===== src/rtl/snake_move_scheduler.sv =====
// rtl/snake_move_scheduler.sv - snake head motion sequencer with 2-entry turn queue
module snake_move_scheduler #(
  parameter int TICK_DIV = 25000000,
  parameter int X_MAX    = 159,
  parameter int Y_MAX    = 119,
  parameter int X_START  = 80,
  parameter int Y_START  = 60
) (
  input  logic       CLK,
  input  logic       RESET,
  input  logic       RUN,
  input  logic       DIR_REQ_VALID,
  input  logic [1:0] DIR_REQ,
  output logic [1:0] NAV_STATE,
  output logic [7:0] HEAD_X,
  output logic [6:0] HEAD_Y,
  output logic       MOVE,
  output logic [1:0] Q_COUNT,
  output logic       DROP
);

  localparam int CW = $clog2(TICK_DIV);
  localparam logic [CW-1:0] TICK_LAST = CW'(TICK_DIV - 1);

  localparam logic [1:0] DIR_UP    = 2'd0;
  localparam logic [1:0] DIR_LEFT  = 2'd1;
  localparam logic [1:0] DIR_RIGHT = 2'd2;
  localparam logic [1:0] DIR_DOWN  = 2'd3;

  logic [CW-1:0] tick_cnt;
  logic [1:0]    q0, q1;  // q0 oldest, q1 newest when two entries are held
  logic          tick, pop, push, turn_ok, drop_now;
  logic [1:0]    ref_dir, next_dir;
  logic [7:0]    next_x;
  logic [6:0]    next_y;

  always_comb begin
    tick     = RUN && (tick_cnt == TICK_LAST);
    pop      = tick && (Q_COUNT != 2'd0);
    ref_dir  = (Q_COUNT == 2'd2) ? q1 : (Q_COUNT == 2'd1) ? q0 : NAV_STATE;
    // 3-d on a 2-bit code is its bitwise inverse
    turn_ok  = DIR_REQ_VALID && (DIR_REQ != ref_dir) && (DIR_REQ != ~ref_dir);
    push     = turn_ok && ((Q_COUNT != 2'd2) || pop);
    drop_now = turn_ok && (Q_COUNT == 2'd2) && !pop;
    next_dir = pop ? q0 : NAV_STATE;

    next_x = HEAD_X;
    next_y = HEAD_Y;
    case (next_dir)
      DIR_UP:    next_y = (HEAD_Y == 7'd0) ? 7'(Y_MAX) : HEAD_Y - 7'd1;
      DIR_DOWN:  next_y = (HEAD_Y == 7'(Y_MAX)) ? 7'd0 : HEAD_Y + 7'd1;
      DIR_LEFT:  next_x = (HEAD_X == 8'd0) ? 8'(X_MAX) : HEAD_X - 8'd1;
      DIR_RIGHT: next_x = (HEAD_X == 8'(X_MAX)) ? 8'd0 : HEAD_X + 8'd1;
      default:   next_x = HEAD_X;
    endcase
  end

  always_ff @(posedge CLK or posedge RESET) begin
    if (RESET) begin
      tick_cnt  <= '0;
      NAV_STATE <= DIR_UP;
      HEAD_X    <= 8'(X_START);
      HEAD_Y    <= 7'(Y_START);
      MOVE      <= 1'b0;
      DROP      <= 1'b0;
      Q_COUNT   <= 2'd0;
      q0        <= 2'd0;
      q1        <= 2'd0;
    end else begin
      if (RUN) tick_cnt <= tick ? '0 : tick_cnt + 1'b1;

      if (tick) begin
        NAV_STATE <= next_dir;
        HEAD_X    <= next_x;
        HEAD_Y    <= next_y;
      end
      MOVE <= tick;
      DROP <= drop_now;

      // Pop shifts q1 down before a same-cycle push lands behind it
      if (pop) begin
        if (Q_COUNT == 2'd2) begin
          q0 <= q1;
          if (push) q1 <= DIR_REQ;
        end else if (push) begin
          q0 <= DIR_REQ;
        end
      end else if (push) begin
        if (Q_COUNT == 2'd0) q0 <= DIR_REQ;
        else q1 <= DIR_REQ;
      end
      Q_COUNT <= Q_COUNT + 2'(push) - 2'(pop);
    end
  end

endmodule


===== config.mk =====
export PLATFORM = sky130hd
export DESIGN_NAME = snake_move_scheduler
export DESIGN_NICKNAME = d
export VERILOG_FILES = /design/src/rtl/snake_move_scheduler.sv
export SDC_FILE = /design/constraint.sdc
export NUM_CORES = 1
export LEC_CHECK = 0
export BUFFER_PORTS_ARGS = -buffer_cell sky130_fd_sc_hd__buf_4
export CORE_MARGIN = 1.5
export CORE_UTILIZATION = 56
export CTS_BUF_LIST = sky130_fd_sc_hd__clkbuf_8
export DETAILED_ROUTE_END_ITERATION = 6
export PLACE_DENSITY = 0.86
export SETUP_SLACK_MARGIN = 0.2
export SLEW_MARGIN = 0
export SYNTH_ARGS = -nofsm -noshare
export SYNTH_HDL_FRONTEND = slang
export SYNTH_SLANG_ARGS = --single-unit

===== constraint.sdc =====
create_clock -name CLK -period 6.1 [get_ports CLK]
set_input_delay 1.22 -clock CLK [delete_from_list [all_inputs] [get_ports CLK]]
set_output_delay 1.22 -clock CLK [all_outputs]
set_load 0.01 [all_outputs]

==> impl_metrics.json, run 1 <==
{
  "status": "completed",
  "worstRegToRegCells": 14,
  "startpoint_type": "input pin",
  "ir_drop_mv": 0.188,
  "yosys_warnings": 0,
  "grt_max_degree": 51,
  "ant_nets": 0,
  "synth_edf_count": 0,
  "r2r-end": "HEAD_X[3]",
  "final_cell_mix": "dfrtp_1 (44), nor2_1 (32), nand2_1 (30)",
  "clockBufferDepth": 2,
  "finalInstanceArea_sq_mm": 0.00347,
  "power_density_mw_per_mm2": 245,
  "reg2reg_from": "tick_cnt[8]",
  "n_fill_cell": 460,
  "cts_buffers": 5,
  "insertedDiodeCount": 0,
  "fin_nets": 376,
  "hold_path_end": "tick_cnt[4]",
  "p_leak_nw": 1.53,
  "crit_slowest_cell": "ha_1",
  "place.gp.congestion": 0.922,
  "slew_headroom_pct": 33.9,
  "setup_viol": 0,
  "die_w_microns": 77.9,
  "hold_viol_final": 0,
  "multiInputGateArea_sq_mm": 0.00178,
  "via_per_inst": 6.05,
  "cts-resized-gates": 0,
  "ys_seq_area_share_pct": 40.1,
  "cts_setup_buffers": 0,
  "start_util_pct": 57.4,
  "synth_nets": 354,
  "layout_commonest_cell": "dfrtp_1",
  "critPathCaptureType": "register",
  "antenna_found_initial": 0,
  "synth_flop_cell": "dfrtp_1",
  "post-route-period-util_pct": 70.3,
  "num_vias": 2614,
  "dr.pass1.iters": 5,
  "core-area_sq_mm": 0.00547,
  "crit_family": "compound AO/OA/AOI/OAI gates",
  "grt_overflow": 0,
  "p_clk_share_pct": 23.4,
  "die_area_sq_mm": 0.00607,
  "crit_path_cell_trace": "buf_4 -> and4_1 -> nand3_2 -> nor3_1 -> o21ai_1 -> inv_1 -> mux2_2 -> inv_1 -> ha_1 -> inv_1 -> a41oi_1 -> a221oi_1 -> a31oi_1 -> nor2_1 -> o21ai_0",
  "setup_tns_ns": 0,
  "cts_sinks": 50,
  "drt-total-wl_mm": 6.37,
  "hold_slack_ns": 0.484,
  "clock_skew_ns": 0.00643,
  "maxSlewViolCount": 0,
  "rrSetupSlack_ns": 2.27,
  "io_pins": 27,
  "holdPathStages": 1,
  "worstHoldStart": "tick_cnt[4]",
  "fin_crit_ns": 4.29,
  "rsz0062_at_grt": "no",
  "comb_power_share_pct": 25.8,
  "dp_hpwl_mm": 4.60,
  "avgSynthCellArea_sq_um": 9.32,
  "drc": 0,
  "row_count": 27,
  "portBuffers": 26,
  "hold_class": "register to register",
  "cts-hold-fix-buffers": 0,
  "swShare_pct": 31.6,
  "maxCapViolCount": 0,
  "cp_common_cell": "inv_1",
  "tritoncts": "built",
  "syn_to_final_growth_pct": 10.4,
  "crit_required_ns": 6.33,
  "syn_area_sq_mm": 0.00314,
  "post-route-util_pct": 63.3,
  "dpl_cell_area_sq_mm": 0.00337,
  "grt_pass1_vias": 2455,
  "grtUsageTotal_pct": 22.9,
  "cts.htree.levels": 2,
  "root_buffer": "clkbuf_8",
  "layout-drive-gt1-share_pct": 17.2,
  "ys_ff_latch": 50,
  "cp_max_fo": 12,
  "p_seq_share_pct": 50.8,
  "die_y_microns": 77.9,
  "worst_pin_slew_ns": 0.989,
  "synthDistinctLibCells": 58,
  "wl_per_cell_microns": 14.7,
  "grt_pass1_wl_mm": 11.2,
  "max_freq_mhz": 233,
  "critPathBufInv": 4,
  "slowest_delay_ns": 0.43,
  "path_clk_slew_ns": 0.09,
  "synthArstFlopShare_pct": 100,
  "drt_iter0_drc": 124,
  "critical_path_class": "input pin to register",
  "clock_latency_ns": 0.30,
  "netSwitchingPower_mw": 0.269,
  "intPower_mw": 0.581,
  "worstPathArrival_ns": 4.52,
  "seq_area_sq_mm": 0.00126,
  "syn_inst": 337
}
==> synth_stat cells, drive strengths merged, types with 6 or more instances <==
cell type / count / share of area [%]
xnor2: 16 / 4.5
nor3: 12 / 2.3
nand2: 30 / 3.6
clkbuf: 8 / 0.96
nor2: 32 / 3.8
o21ai: 22 / 3.5
mux2i: 6 / 1.9
a21oi: 12 / 1.9
and3: 8 / 1.6
dfrtp: 44 / 35
nand2b: 9 / 1.8
nand3: 11 / 1.9
xor2: 14 / 3.9
ha: 11 / 4.4
dfstp: 6 / 5.0
inv: 11 / 1.3
mux2: 13 / 4.9
nand4: 11 / 2.2
==> logic make-up (layout without fill, tap and decap cells) <==
group / Yosys count / after routing / share of synthesized area, %
multiplexers: 19 / 19 / 6.81
AND/OR/NAND/NOR: 140 / 140 / 23.8
AO/OA/AOI/OAI: 64 / 64 / 13.2
XOR/XNOR: 30 / 30 / 8.37
buffers and inverters: 23 / 46 / 3.35
adder cells (fa/ha/maj): 11 / 11 / 4.38
flip-flops: 50 / 50 / 40.1
==> registers in the layout (all words and copies together) (netlist names) <==
| name | flops |
|---|---|
| MOVE | 1 |
| HEAD_X | 8 |
| HEAD_Y | 7 |
| DROP | 1 |
| q1 | 2 |
| q0 | 2 |
| tick_cnt | 25 |
| NAV_STATE | 2 |
| Q_COUNT | 2 |
==> stage by stage <==
step | std cells | worst slack, ns | power [mW]
after floorplan | 337 | 2.33 | 0.611
after global routing | 432 | 1.52 | 0.901
after global placement | 424 | 1.82 | 0.643
after CTS | 432 | 1.90 | 0.858
after detailed placement | 424 | 1.58 | 0.658
final | 432 | 1.81 | 0.850
==> power groups by stage <==
stage / clock network [mW] / logic, mW / registers, mW
final: 0.199 / 0.219 / 0.432
after global routing: 0.215 / 0.244 / 0.442
after CTS: 0.205 / 0.222 / 0.431
after detailed placement: 0 / 0.221 / 0.438
after global placement: 0 / 0.209 / 0.434
after floorplan: 0 / 0.197 / 0.414
==> how the worst max path moves through the flow <==
| stage | to | cells past startpoint | startpoint |
|---|---|---|---|
| 4_1_cts | HEAD_X[3] | 15 | RUN |
| 2_1_floorplan | HEAD_X[5] | 13 | RUN |
| 3_5_place_dp | HEAD_X[3] | 15 | RUN |
| 5_1_grt | HEAD_X[3] | 15 | RUN |
| 3_3_place_gp | HEAD_X[3] | 15 | RUN |
| 6_report | HEAD_X[3] | 15 | RUN |
==> layer usage <==
| metal | wire [microns] | share of wire, % | up-vias | global-route usage, % |
|---|---|---|---|---|
| li1 | - | - | 1273 | - |
| met5 | 0 | 0 | - | 0 |
| met4 | 94 | 1.5 | 0 | 7.64 |
| met2 | 3060 | 48 | 75 | 37.5 |
| met1 | 2960 | 46 | 1257 | 30.9 |
| met3 | 255 | 4.0 | 9 | 3.41 |
==> final cells by class <==
class                      instances  share of cell area [%]
tap                               72                    2.60
multi-input combinational        264                    51.4
timing repair buffer              27                    5.85
inverter                          11                    1.19
clock inverter                     2                   0.253
clock buffer                       6                    2.38
sequential                        50                    36.3
Power figures use the tool's default switching activity.
==> run 2, diff against run 1 <==
==> constraint.sdc (replaced) <==
create_clock -name CLK -period 4.3 [get_ports CLK]
set_input_delay 0.86 -clock CLK [delete_from_list [all_inputs] [get_ports CLK]]
set_output_delay 0.86 -clock CLK [all_outputs]
set_load 0.01 [all_outputs]
==> run 2 against run 1 <==
Effect of this change:
- global-route usage increased by 0.72 points
- first-iteration DRC count increased by 14%
- utilization increased by 0.27 points
- via count increased by 1.3%
- sequential share of layout area decreased by 0.16 points
- total power increased by 42%
- register-to-register slack got worse by 1.5 ns
- cell count increased by 0.46%
- flip-flop and latch count unchanged
- wire length increased by 4.7%
- largest cell class unchanged
==> impl_metrics.json, run 2 (same netlist as run 1, synthesis figures left out) <==
{
  "clockBufferDepth": 2,
  "layout_commonest_cell": "dfrtp_1",
  "finalInstanceArea_sq_mm": 0.00348,
  "io_pins": 27,
  "die_w_microns": 77.9,
  "start_util_pct": 57.4,
  "critical_path_class": "input pin to register",
  "max_freq_mhz": 282,
  "core-area_sq_mm": 0.00547,
  "clock_latency_ns": 0.31,
  "n_fill_cell": 473,
  "grt_pass1_vias": 2595,
  "maxSlewViolCount": 0,
  "via_per_inst": 6.10,
  "row_count": 27,
  "rsz0062_at_grt": "no",
  "tritoncts": "built",
  "setup_viol": 0,
  "multiInputGateArea_sq_mm": 0.00178,
  "ant_nets": 0,
  "dp_hpwl_mm": 4.79,
  "insertedDiodeCount": 0,
  "cts.htree.levels": 2,
  "worstPathArrival_ns": 3.77,
  "cts-resized-gates": 0,
  "slowest_delay_ns": 0.43,
  "dpl_cell_area_sq_mm": 0.00339,
  "grt_overflow": 0,
  "cp_max_fo": 9,
  "slew_headroom_pct": 30.0,
  "critPathCaptureType": "register",
  "place.gp.congestion": 0.898,
  "layout-drive-gt1-share_pct": 17.7,
  "clock_skew_ns": 0.0103,
  "root_buffer": "clkbuf_8",
  "status": "completed",
  "setup_slack_ns": 0.760,
  "grt_pass1_wl_mm": 11.6,
  "grtUsageTotal_pct": 23.6,
  "grt_max_degree": 51,
  "worst_pin_slew_ns": 1.05,
  "portBuffers": 26,
  "cts-hold-fix-buffers": 0,
  "crit_path_cell_trace": "buf_4 -> and4_1 -> nand3_2 -> nor3_1 -> o21ai_1 -> inv_1 -> mux2_2 -> ha_1 -> nand2b_1 -> a2111oi_0 -> a21oi_1",
  "path_clk_slew_ns": 0.10,
  "post-route-period-util_pct": 82.3,
  "crit_slowest_cell": "a2111oi_0",
  "fin_crit_ns": 3.54,
  "crit_required_ns": 4.53,
  "num_vias": 2648,
  "startpoint_type": "input pin",
  "hold_class": "register to register",
  "drt_iter0_drc": 141,
  "die_area_sq_mm": 0.00607,
  "largest_register_ffs": 25,
  "cts_buffers": 5,
  "power_density_mw_per_mm2": 346,
  "wl_per_cell_microns": 15.4,
  "maxCapViolCount": 0,
  "cts_setup_buffers": 0,
  "hold_viol_final": 0,
  "cts_sinks": 50,
  "drc": 0,
  "p_leak_nw": 1.54,
  "fin_nets": 378,
  "die_y_microns": 77.9,
  "top_regs": "tick_cnt: 25 flops, HEAD_X: 8 flops, HEAD_Y: 7 flops",
  "drt-total-wl_mm": 6.67,
  "ir_drop_mv": 0.221,
  "seq_area_sq_mm": 0.00126,
  "dp_slack_ns": 0.431,
  "top_register": "tick_cnt",
  "setup_tns_ns": 0,
  "syn_to_final_growth_pct": 10.8,
  "dr.pass1.iters": 4,
  "antenna_found_initial": 0,
  "final_cell_mix": "dfrtp_1 (44), nor2_1 (32), nand2_1 (30)",
  "hold_slack_ns": 0.486
}
## run 2: cell count changes in the layout (fill, tap and decap cells not counted)
cell,before,now
buf_4,27,29
## run 2: path summary, 6_finish.rpt
path	startpoint	slack [ns]	to	cells past startpoint
min in group asynchronous	RESET	0.81	HEAD_Y[6]	2
worst min register to register	tick_cnt[4]	0.49	tick_cnt[4]	1
worst max-delay path	RUN	0.76	HEAD_Y[5]	11
max in group asynchronous	RESET	2.83	HEAD_X[7]	2
worst min-delay path	tick_cnt[4]	0.49	tick_cnt[4]	1
worst max register to register	tick_cnt[8]	0.77	HEAD_Y[5]	10
## run 2: layer usage
layer | global-route usage [%] | part of all wire (%)
met1 | 30.3 | 45
met2 | 40.1 | 50
met3 | 4.24 | 3.9
met4 | 7.64 | 0.94
met5 | 0 | 0
## run 2: cell type report
| cell class | instances | share of cell area, % |
|---|---|---|
| Multi-Input combinational cell | 264 | 51.2 |
| Sequential cell | 50 | 36.2 |
| Timing Repair Buffer | 29 | 6.25 |
| Tap cell | 72 | 2.59 |
| Clock buffer | 6 | 2.37 |
| Inverter | 11 | 1.19 |
| Clock inverter | 2 | 0.252 |
## run 2: per-stage QoR
step                      util, %  power, mW  instances
after floorplan                 -      0.867        337
after global placement       61.9      0.913        426
after detailed placement     61.9      0.932        426
after CTS                    63.6       1.21        434
after global routing         63.6       1.28        434
final                        63.6       1.21        434
## run 2: where the power goes
group	total, mW	internal (mW)	leakage (nW)	switching, mW
logic	0.310	0.168	0.835	0.142
registers	0.613	0.530	0.649	0.0837
clock network	0.283	0.128	0.0524	0.155
total	1.21	0.825	1.54	0.381
## run 2: critical path: cells and delay by family
family          cells  cell delay [ns]
compound gates      3             0.79
fa+ha+maj           1             0.38
buf+inv             2             0.26
mux                 1             0.36
simple gates        4             1.11
